$ cat config.mk
export PLATFORM = sky130hd
export DESIGN_NAME = nn_inference_div_seq_27s_16s_16
export DESIGN_NICKNAME = d
export VERILOG_FILES = /design/src/rtl/nn_inference_div_seq_27s_16s_16.sv
export SDC_FILE = /design/constraint.sdc
export NUM_CORES = 1
export LEC_CHECK = 0
export BUFFER_PORTS_ARGS = -buffer_cell sky130_fd_sc_hd__buf_2
export CORE_MARGIN = 2
export CORE_UTILIZATION = 40
export DETAILED_ROUTE_END_ITERATION = 8
export SYNTH_ARGS = -nofsm -noshare
export SYNTH_HDL_FRONTEND = slang
export SYNTH_SLANG_ARGS = --single-unit
$ cat constraint.sdc
create_clock -name clk -period 3 [get_ports clk]
set_input_delay 0.45 -clock clk [delete_from_list [all_inputs] [get_ports clk]]
set_output_delay 0.45 -clock clk [all_outputs]
set_load 0.005 [all_outputs]
$ cat src/rtl/nn_inference_div_seq_27s_16s_16.sv
// Sequential signed divider: radix-2 restoring division on magnitudes plus a sign fixup.
// Optional build macro NN_INFERENCE_DIV_SAT_EN saturates dout on overflow (default: wrap).
`timescale 1ns/1ps
module nn_inference_div_seq_27s_16s_16 #(
  parameter int ID         = 1,
  parameter int din0_WIDTH = 27,
  parameter int din1_WIDTH = 16,
  parameter int dout_WIDTH = 16
) (
  input  logic                  clk,
  input  logic                  reset,
  input  logic                  ce,
  input  logic                  start,
  input  logic [din0_WIDTH-1:0] din0,
  input  logic [din1_WIDTH-1:0] din1,
  output logic                  ready,
  output logic                  done,
  output logic [dout_WIDTH-1:0] dout,
  output logic [dout_WIDTH-1:0] rem,
  output logic                  ovf,
  output logic                  div_by_zero
);

  localparam int W0 = din0_WIDTH;
  localparam int W1 = din1_WIDTH;
  localparam int WO = dout_WIDTH;
  localparam int CW = $clog2(W0 + 1);

  localparam logic [WO-1:0] SAT_MAX = {1'b0, {(WO-1){1'b1}}};
  localparam logic [WO-1:0] SAT_MIN = {1'b1, {(WO-1){1'b0}}};
  localparam logic [W0-1:0] POS_LIM = W0'(SAT_MAX);
  localparam logic [W0-1:0] NEG_LIM = W0'(SAT_MIN);

  // ID is an instance tag only; this block just keeps it referenced.
  if (ID < 0) begin : g_id_tag
  end

  typedef enum logic [1:0] {IDLE, CALC, FIXUP} state_t;

  state_t        state;
  logic [CW-1:0] count;
  logic          sign0;
  logic          sign1;
  logic          zero;
  // dvd shifts dividend bits out of the top while quotient bits enter at the bottom
  logic [W0-1:0] dvd;
  logic [W1-1:0] dvs;
  logic [W1-1:0] prem;

  logic [W0-1:0] din0_mag;
  logic [W1-1:0] din1_mag;
  logic [W1:0]   shifted;
  logic          trial_ge;
  logic [W1-1:0] diff;
  logic [W1-1:0] prem_next;

  logic          neg_q;
  logic [WO-1:0] q_lo;
  logic [WO-1:0] q_wrap;
  logic [WO-1:0] d0_lo;
  logic [W1-1:0] r_signed;
  logic          ovf_calc;
  logic [WO-1:0] dout_fix;
  logic [WO-1:0] rem_fix;
  logic          ovf_fix;

  always_comb begin
    din0_mag = din0[W0-1] ? (~din0 + 1'b1) : din0;
    din1_mag = din1[W1-1] ? (~din1 + 1'b1) : din1;

    // partial remainder stays below the divisor magnitude, so the low W1 bits
    // of the modular difference are exact whenever the trial succeeds
    shifted   = {prem, dvd[W0-1]};
    trial_ge  = shifted >= {1'b0, dvs};
    diff      = shifted[W1-1:0] - dvs;
    prem_next = trial_ge ? diff : shifted[W1-1:0];
  end

  always_comb begin
    neg_q    = sign0 ^ sign1;
    q_lo     = dvd[WO-1:0];
    q_wrap   = neg_q ? (~q_lo + 1'b1) : q_lo;
    d0_lo    = sign0 ? (~q_lo + 1'b1) : q_lo;
    r_signed = sign0 ? (~prem + 1'b1) : prem;
    ovf_calc = neg_q ? (dvd > NEG_LIM) : (dvd > POS_LIM);

    dout_fix = q_wrap;
    rem_fix  = r_signed[WO-1:0];
    ovf_fix  = ovf_calc;
    if (zero) begin
      // dvd still holds |din0| here, so d0_lo recovers the raw low bits of din0
      dout_fix = sign0 ? SAT_MIN : SAT_MAX;
      rem_fix  = d0_lo;
      ovf_fix  = 1'b1;
    end else if (ovf_calc) begin
`ifdef NN_INFERENCE_DIV_SAT_EN
      dout_fix = neg_q ? SAT_MIN : SAT_MAX;
`else
      dout_fix = q_wrap;
`endif
    end
  end

  always_ff @(posedge clk or posedge reset) begin
    if (reset) begin
      state       <= IDLE;
      count       <= '0;
      sign0       <= 1'b0;
      sign1       <= 1'b0;
      zero        <= 1'b0;
      dvd         <= '0;
      dvs         <= '0;
      prem        <= '0;
      ready       <= 1'b1;
      done        <= 1'b0;
      dout        <= '0;
      rem         <= '0;
      ovf         <= 1'b0;
      div_by_zero <= 1'b0;
    end else if (ce) begin
      done <= 1'b0;
      case (state)
        IDLE: begin
          if (start) begin
            sign0 <= din0[W0-1];
            sign1 <= din1[W1-1];
            dvd   <= din0_mag;
            dvs   <= din1_mag;
            prem  <= '0;
            count <= CW'(W0);
            zero  <= (din1 == '0);
            ready <= 1'b0;
            state <= (din1 == '0) ? FIXUP : CALC;
          end
        end
        CALC: begin
          prem  <= prem_next;
          dvd   <= {dvd[W0-2:0], trial_ge};
          count <= count - 1'b1;
          if (count == CW'(1)) begin
            state <= FIXUP;
          end
        end
        FIXUP: begin
          dout        <= dout_fix;
          rem         <= rem_fix;
          ovf         <= ovf_fix;
          div_by_zero <= zero;
          done        <= 1'b1;
          ready       <= 1'b1;
          state       <= IDLE;
        end
        default: state <= IDLE;
      endcase
    end
  end

endmodule

==> results.md, run 1 <==
- Post-CTS timing repair inserted 0 buffers for setup.
- In this run the worst path has a maximum fanout of 10.
- Among all flip-flop cells after synthesis, the most frequent one is sky130_fd_sc_hd__dfrtp_1.
- The highest attainable clock frequency is 381 MHz.
- The number of endpoints with negative hold slack in the final report is 0.
- The net count of the finished layout is 1,005.
- The area of combinational cells with multiple inputs is 0.00425 mm2.
- The total number of yosys warnings is 0.
- The number of remaining DRC errors is 0.
- Entering global routing, the biggest net connects 60 pins.
- After detailed routing, the average wire length per cell comes to 16.8 um.
- The post-DP HPWL is 14,700 um.
- The critical path required time is 3.24 ns.
- During placement, the flow inserted port buffers numbering 82.
- The library cell used as clock root buffer is sky130_fd_sc_hd__clkbuf_16.
- The number of antenna violations at the first check in global routing is 0.
- STA classifies the critical path startpoint as a flip-flop.
- The endpoint type of the worst setup path is a flip-flop.
- The TritonCTS sink count is 105.
- The via count of the first global-routing pass is 6,094.
- Measured in cells, the most critical reg-to-reg path has a length of 7.
- The final setup skew is 0.00589 ns.
- The iteration count of the initial detailed-routing pass is 5.
- The proportion of synthesized flip-flops having asynchronous set or reset is 100%.
- Setup violations remaining at the end of the flow were counted as 0.
- The run finished with clean final reports.
- The antenna diode instance count is 0.
- The start-to-end type of the worst setup path is reg -> reg.
- In this run the core area contains 49 standard-cell rows.
- The final weighted congestion of routability-driven global placement is 0.878.
- The number of cells upsized or downsized after cts is 0.
- The minimum clock period is 2.63 ns.
- The number of maximum-capacitance violations is 0.
- In this run, synthesis inferred 0 flip-flops with an integrated enable.
- The sequential cells in the finished layout cover a total of 0.00263 mm2.
- The worst-case register-to-register setup slack is 0.37 ns.
- The number of primary I/O pins is 83.
- Measured along the y axis, the die boundary spans 139 um.
- The worst-case clock buffer depth is 2.
- The power density relative to cell area is 1030 mW/mm2.
- The min-delay analysis places its worst path in the category in -> async.
- In the final layout, the share of cells above drive strength 1 is 15.7%.
- In this run the critical register-to-register path is captured at prem[6].
- The global-route wire length before repair is 32,200 um.
- Measured on the finished design, the core utilization comes to 46.1%.
- Summing over every cut layer, the via total after detailed routing is 6,638.
- Buffers inserted to repair hold after CTS numbered 0.
- The maximum resistive drop on vdd is 368 uV.
- The count of H-tree levels built during CTS is 3.
- The final antenna-violating net count is 0.
- The die width is 139 um.
- The area growth from synthesis to layout is 13.4%.
- The post-synth net total is 946.
- The CTS buffer count is 9.
- The initial utilization of the core area, before any placement, comes to 40.6%.
- Counting every instance in the synthesized netlist gives 875.
- The leakage power of the design is 3.65 nW.
- The final max-slew violation count is 0.
- Of the synthesized area, sequential elements account for 36.1%.
- In the final timing run, aggregate negative setup slack is 0 ns.
- Setup repair after global routing left no endpoint under its margin.
- The floorplan step defined a die boundary enclosing 0.0193 mm2.
- The clock reaches the later pin of the worst-skew pair after 0.36 ns.
- The clock slew at the register clock pins of the worst setup and hold paths is 0.07 ns.
- In this run the standard cell core region covers 0.0179 mm2.
- Fill cells in the final layout number 1,813.
- The final routed wirelength across all metal layers is 19,700 um.
- The completed layout was analyzed and its total power is 8.49 mW.
- The cell area that synthesis handed to floorplanning was 0.00727 mm2.
- The total global routing overflow is 0.
- The netlist uses 69 different library cells.
- The average size of a mapped cell is 8.31 um2.
- The worst register-to-register path begins at prem[6].
- For this block, the initial DRC count from the detailed router was 564.
- The CTS tree is done.
- The global-route usage over all layers is 20.4%.
- The worst endpoint data arrival time is 2.87 ns.
- The synthesized flop and latch total is 105.
- In this run the tightest slew margin relative to its limit is 38.1%.
- In the finished design, the share of the clock period the worst path needs comes to 87.6%.
- The average via count per standard cell is 5.68.
- The pin slew with the least headroom to its limit is 0.928 ns.
[cell families after synthesis]
kind of cell	count (synthesis)	synth area share (%)
fa+ha+maj	24	4.23
simple gates	273	18.8
flops	105	36.1
compound gates	279	24.5
buf+inv	108	5.61
xor+xnor	77	9.27
mux	9	1.43
[layout make-up]
class,instances,share of cell area [%]
well taps,229,3.47
clock buffers,13,3.03
inverters,44,2.05
repair buffers,112,7.85
flip-flops and latches,105,31.9
multi-input cells,662,51.5
clock inverters,3,0.212
[where the power goes]
group          total [mW]  switching [mW]  internal (mW)
clock                1.13           0.544          0.585
sequential           2.46           0.581           1.88
combinational        4.90            2.88           2.03
total                8.49            4.00           4.49
[worst max-delay path, cell delays in order, from the launching register on]
cell and delay, ns:
sky130_fd_sc_hd__dfrtp_1 0.46, sky130_fd_sc_hd__ha_1 0.46, sky130_fd_sc_hd__nand3_1 0.21, sky130_fd_sc_hd__a211oi_1 0.50
sky130_fd_sc_hd__o31a_1 0.30, sky130_fd_sc_hd__nor2_1 0.06, sky130_fd_sc_hd__buf_4 0.17, sky130_fd_sc_hd__a311o_1 0.36
[cell usage after synthesis (all sizes together) (7+ instances only)]
cell type / instances / area (um2)
o221ai: 7 / 61.3
or4: 9 / 75.1
a21oi: 32 / 160
clkbuf: 54 / 204
and2: 7 / 43.8
nand4: 18 / 113
nor4: 11 / 96.3
nand2b: 10 / 62.6
nand2: 120 / 450
nor3: 8 / 40.0
mux2i: 7 / 70.1
o211ai: 14 / 105
a31oi: 7 / 43.8
or3: 13 / 81.3
a21o: 7 / 52.6
ha: 23 / 288
o31ai: 23 / 173
nor2: 35 / 131
xor2: 44 / 385
dfrtp: 104 / 2600
nand3: 14 / 70.1
a22oi: 24 / 180
inv: 44 / 165
a211oi: 18 / 135
buf: 10 / 38.8
xnor2: 33 / 289
o21ai: 113 / 566
o41ai: 9 / 86.3
[cell usage in the layout, fill, tap and decap left out, drive strengths merged, types with 3 or more instances in the layout]
| master | n |
|---|---|
| nand3 | 14 |
| nor2 | 35 |
| and3 | 5 |
| or4 | 9 |
| a21o | 7 |
| a311o | 3 |
| and2 | 7 |
| nor4 | 11 |
| dfrtp | 104 |
| mux2i | 7 |
| a211oi | 18 |
| a31oi | 7 |
| or3 | 13 |
| clkbuf | 13 |
| o211ai | 14 |
| buf | 112 |
| o221ai | 7 |
| nand2 | 120 |
| xnor2 | 33 |
| nor2b | 5 |
| nand4 | 18 |
| a21oi | 32 |
| nand3b | 5 |
| ha | 23 |
| a22oi | 24 |
| xor2 | 44 |
| o21ai | 113 |
| nor3 | 8 |
| inv | 43 |
| o31ai | 23 |
| nand2b | 10 |
| or2 | 6 |
| o41ai | 9 |
[how the worst max path moves through the flow]
stage	from	to	cells past startpoint
floorplan	dvd[26]	prem[12]	10
global placement	dvd[26]	prem[12]	10
detailed placement	dvd[26]	prem[12]	10
CTS	dvd[26]	prem[12]	10
global route	dvd[26]	prem[12]	10
finish	prem[6]	prem[6]	7
[per-stage QoR]
step	setup WS (ns)	hold slack, ns	instances	area, um2
2_1_floorplan	0.463	0.448	875	7280
3_3_place_gp	0.431	0.445	1152	7980
3_5_place_dp	0.400	0.452	1152	7980
4_1_cts	0.402	0.238	1168	8250
5_1_grt	0.199	0.282	1168	8250
6_report	0.373	0.215	1168	8250
[registers in the layout (all words and copies together) (netlist names)]
name	flops
dout	16
prem	16
rem	16
sign0	1
div_by_zero	1
dvs	16
state	2
ready	1
zero	1
ovf	1
count	5
sign1	1
done	1
dvd	27
[layer usage]
layer  up-vias  wire length, um  global-route usage (%)
met3        19              944                    3.21
met4         0              321                    5.48
li1       3275                -                       -
met5         -                0                       0
met2       175             8870                    31.4
met1      3169             9530                    30.0
Power figures use the tool's default switching activity.
==> run 2, diff against run 1 <==
clock period = 3.1 ns   (was 3 ns; I/O delays follow)
==> results.md, run 2 (same netlist as run 1, synthesis figures left out) <==
- In this run the critical register-to-register path is launched from dvd[26].
- The register with the most flip-flops in the layout has 27 of them.
- The library cell used most frequently in the layout, excluding fill and tap cells, is sky130_fd_sc_hd__nand2_1.
- The later pin in the worst-skew pair is clocked with a latency of 0.35 ns.
- Setup repair after global routing left no endpoint under its margin.
- Entering global routing, the biggest net connects 60 pins.
- In this run, the clock network consumes 15.7% of the power.
- The number of antenna violations at the first check in global routing is 0.
- After detailed placement, the design holds a cell count of 1,145.
- The via count of the first global-routing pass is 6,190.
- The die span in y is 139 um.
- Clock-pin slew was measured on the worst setup and hold paths at 0.07 ns.
- TritonCTS built the clock tree.
- In the global route stage, overall resource usage came out at 20.6%.
- The worst-case register-to-register setup slack is 0.43 ns.
- The layer flagged by global routing as most heavily used is met2.
- The type of the most critical hold path is in -> async.
- Combinational cells account for 55.0% of the total power.
- Net switching is 46.0% of the power.
- The wire length per cell after detailed routing is 16.8 um.
- For this design the top-level I/O count stands at 83.
- Leaving out fill and tap cells, the most frequent cells in the layout are 120 x sky130_fd_sc_hd__nand2_1, 111 x sky130_fd_sc_hd__o21ai_0, 104 x sky130_fd_sc_hd__dfrtp_1.
- The count of H-tree levels built during CTS is 3.
- The share of final-layout standard cells stronger than drive strength 1 is 15.3%.
- The highest attainable clock frequency is 375 MHz.
- Setup total negative slack on the finished layout was measured at 0 ns.
- In the routed layout, each cell is associated on average with a via count of 5.67.
- Setup violations remaining at the end of the flow were counted as 0.
- For the finished layout, the period the worst path requires is 2.67 ns.
- In the finished design, the share of the clock period the worst path needs comes to 86.0%.
- Relative to the synthesized area, the layout overhead comes to 13.9%.
- Across the whole layout, storage elements account for 0.00263 mm2.
- The flow ran to the end, and the final reports show no timing, DRC or antenna violations.
- The number of cells on the worst reg-to-reg path is 10.
- The pin slew with the least headroom to its limit is 0.912 ns.
- The register ranked first by flip-flop count is dvd.
- In this run, CTS created clock tree buffers numbering 9.
- The initialized floorplan defines 49 standard-cell rows.
- The final setup skew is 0.00805 ns.
- The iteration-0 DRC count of the detailed router is 589.
- The total via count after detailed routing is 6,586.
- The area of combinational cells with multiple inputs is 0.00425 mm2.
- Before antenna repair, the detailed router went through 5 iterations.
- The final antenna-violating net count is 0.
- The core region is 0.0179 mm2.
- The critical path goes through inv_1, ha_1, inv_1, fa_1, a211oi_1, nor4_1, a311o_1, mux2_2, a211oi_1, o21ai_0.
- The number of hold buffers added after CTS was 0.
- Power spread over the standard cell area amounts to 1010 mW/mm2.
- Data on the critical path is required at its endpoint by 3.33 ns.
- The final routed wirelength across all metal layers is 19,500 um.
- The die outline area is 0.0193 mm2.
- STA classifies the critical path endpoint as a flip-flop.
- The TritonCTS sink count is 105.
- The global routing met3 resource utilization is 2.66%.
- In this run the power spent charging and discharging nets is 3.85 mW.
- The cell-internal power is 4.51 mW.
- The number of nets in the layout is 998.
- The destination of the worst register-to-register timing path is prem[12].
- The count of filler cells inserted in the layout is 1,769.
- In this run the worst path has a maximum fanout of 3.
- The global-route wire length before repair is 32,700 um.
- Once detailed placement completed, the half-perimeter wirelength came to 14,600 um.
- In the global route stage, met1 resource usage came out at 29.9%.
- Global routing finished with a remaining overflow of 0.
- The worst-case clock buffer depth is 2.
- The worst-case IR drop observed on VDD is 388 uV.
- For this run, design rule violations remaining after detail routing come to 0.
- The maximum single-stage delay on the critical path is 0.42 ns.
- The number of endpoints with negative hold slack in the final report is 0.
- The number of maximum-capacitance violations is 0.
- The leakage power of the design is 3.66 nW.
- For this design, the slowest cell found on the critical path is sky130_fd_sc_hd__fa_1.
- For this configuration, the core starts out at a cell density of 40.6%.
- The kind of start point of the critical path is a flip-flop.
- The tightest hold margin is 0.194 ns.
- The worst pin sits at a relative slew slack of 39.2%.
- Post-CTS repair changed the size of 0 cells.
- The worst setup path is of the reg -> reg kind.
- The launch point of the critical path is dvd[26].
- The die is 139 um wide.
- The critical path ends at prem[12].
- The final max-slew violation count is 0.
- The number of non-filler instances in the completed layout is 1,161.
- The worst endpoint data arrival time is 2.90 ns.
- The final weighted congestion of routability-driven global placement is 0.860.
- Sequential cells account for 29.3% of the total power.
- The library cell used as clock root buffer is sky130_fd_sc_hd__clkbuf_16.
- In this run the post-CTS setup repair buffer count came out at 0.
- 0 antenna diodes ended up in the layout.
- The met2 layer usage reported by global route is 32.3%.
- The count of buffers added on input and output ports is 82.
run 2: changes by cell type in the layout (fill, tap and decap cells not counted):
cell and delta:
sky130_fd_sc_hd__clkbuf_1 -3, sky130_fd_sc_hd__buf_12 +1, sky130_fd_sc_hd__bufinv_16 +2, sky130_fd_sc_hd__clkinvlp_4 -1, sky130_fd_sc_hd__clkinv_4 +1, sky130_fd_sc_hd__clkbuf_8 +2, sky130_fd_sc_hd__buf_4 -8, sky130_fd_sc_hd__clkinv_2 -1
run 2: metrics by stage:
stage	worst slack (ns)	power, mW	util, %	area (um2)
5_1_grt	0.252	9.09	46.3	8280
2_1_floorplan	0.563	5.71	-	7280
4_1_cts	0.451	8.34	46.3	8280
3_5_place_dp	0.474	7.00	44.4	7940
6_report	0.433	8.36	46.3	8280
3_3_place_gp	0.517	6.99	44.4	7940
run 2: worst min path at each step:
stage / slack [ns] / startpoint / cells after the start / to
after floorplan: 0.45 / ready / 2 / ready
after CTS: 0.21 / reset / 2 / done
final: 0.19 / reset / 2 / count[2]
after global placement: 0.45 / ready / 2 / ready
after detailed placement: 0.45 / ready / 2 / ready
after global routing: 0.24 / reset / 2 / done
run 2: routing by layer:
| layer | share of wire, % | wire length [um] |
|---|---|---|
| met5 | 0 | 0 |
| met4 | 1.7 | 340 |
| met3 | 4.1 | 798 |
| met2 | 46 | 8940 |
| met1 | 48 | 9380 |
run 2: layout make-up:
class,instances,share of cell area [%]
inverter,44,2.04
clock buffer,12,3.22
sequential,105,31.7
clock inverter,4,0.891
multi-input combinational,662,51.3
tap,229,3.46
timing repair buffer,105,7.34
run 2: power groups by stage:
stage          combinational, mW  clock (mW)  sequential [mW]
3_3_place_gp                4.54           0             2.45
3_5_place_dp                4.54           0             2.46
6_report                    4.60        1.31             2.45
5_1_grt                     5.16        1.40             2.53
4_1_cts                     4.57        1.33             2.44
2_1_floorplan               3.61           0             2.10
run 2: critical path, delay by kind of cell (launching register included):
family	cells	cell delay, ns
simple gates	1	0.11
compound gates	4	1.02
fa+ha+maj	2	0.58
flops	1	0.41
mux	1	0.29
buf+inv	2	0.13
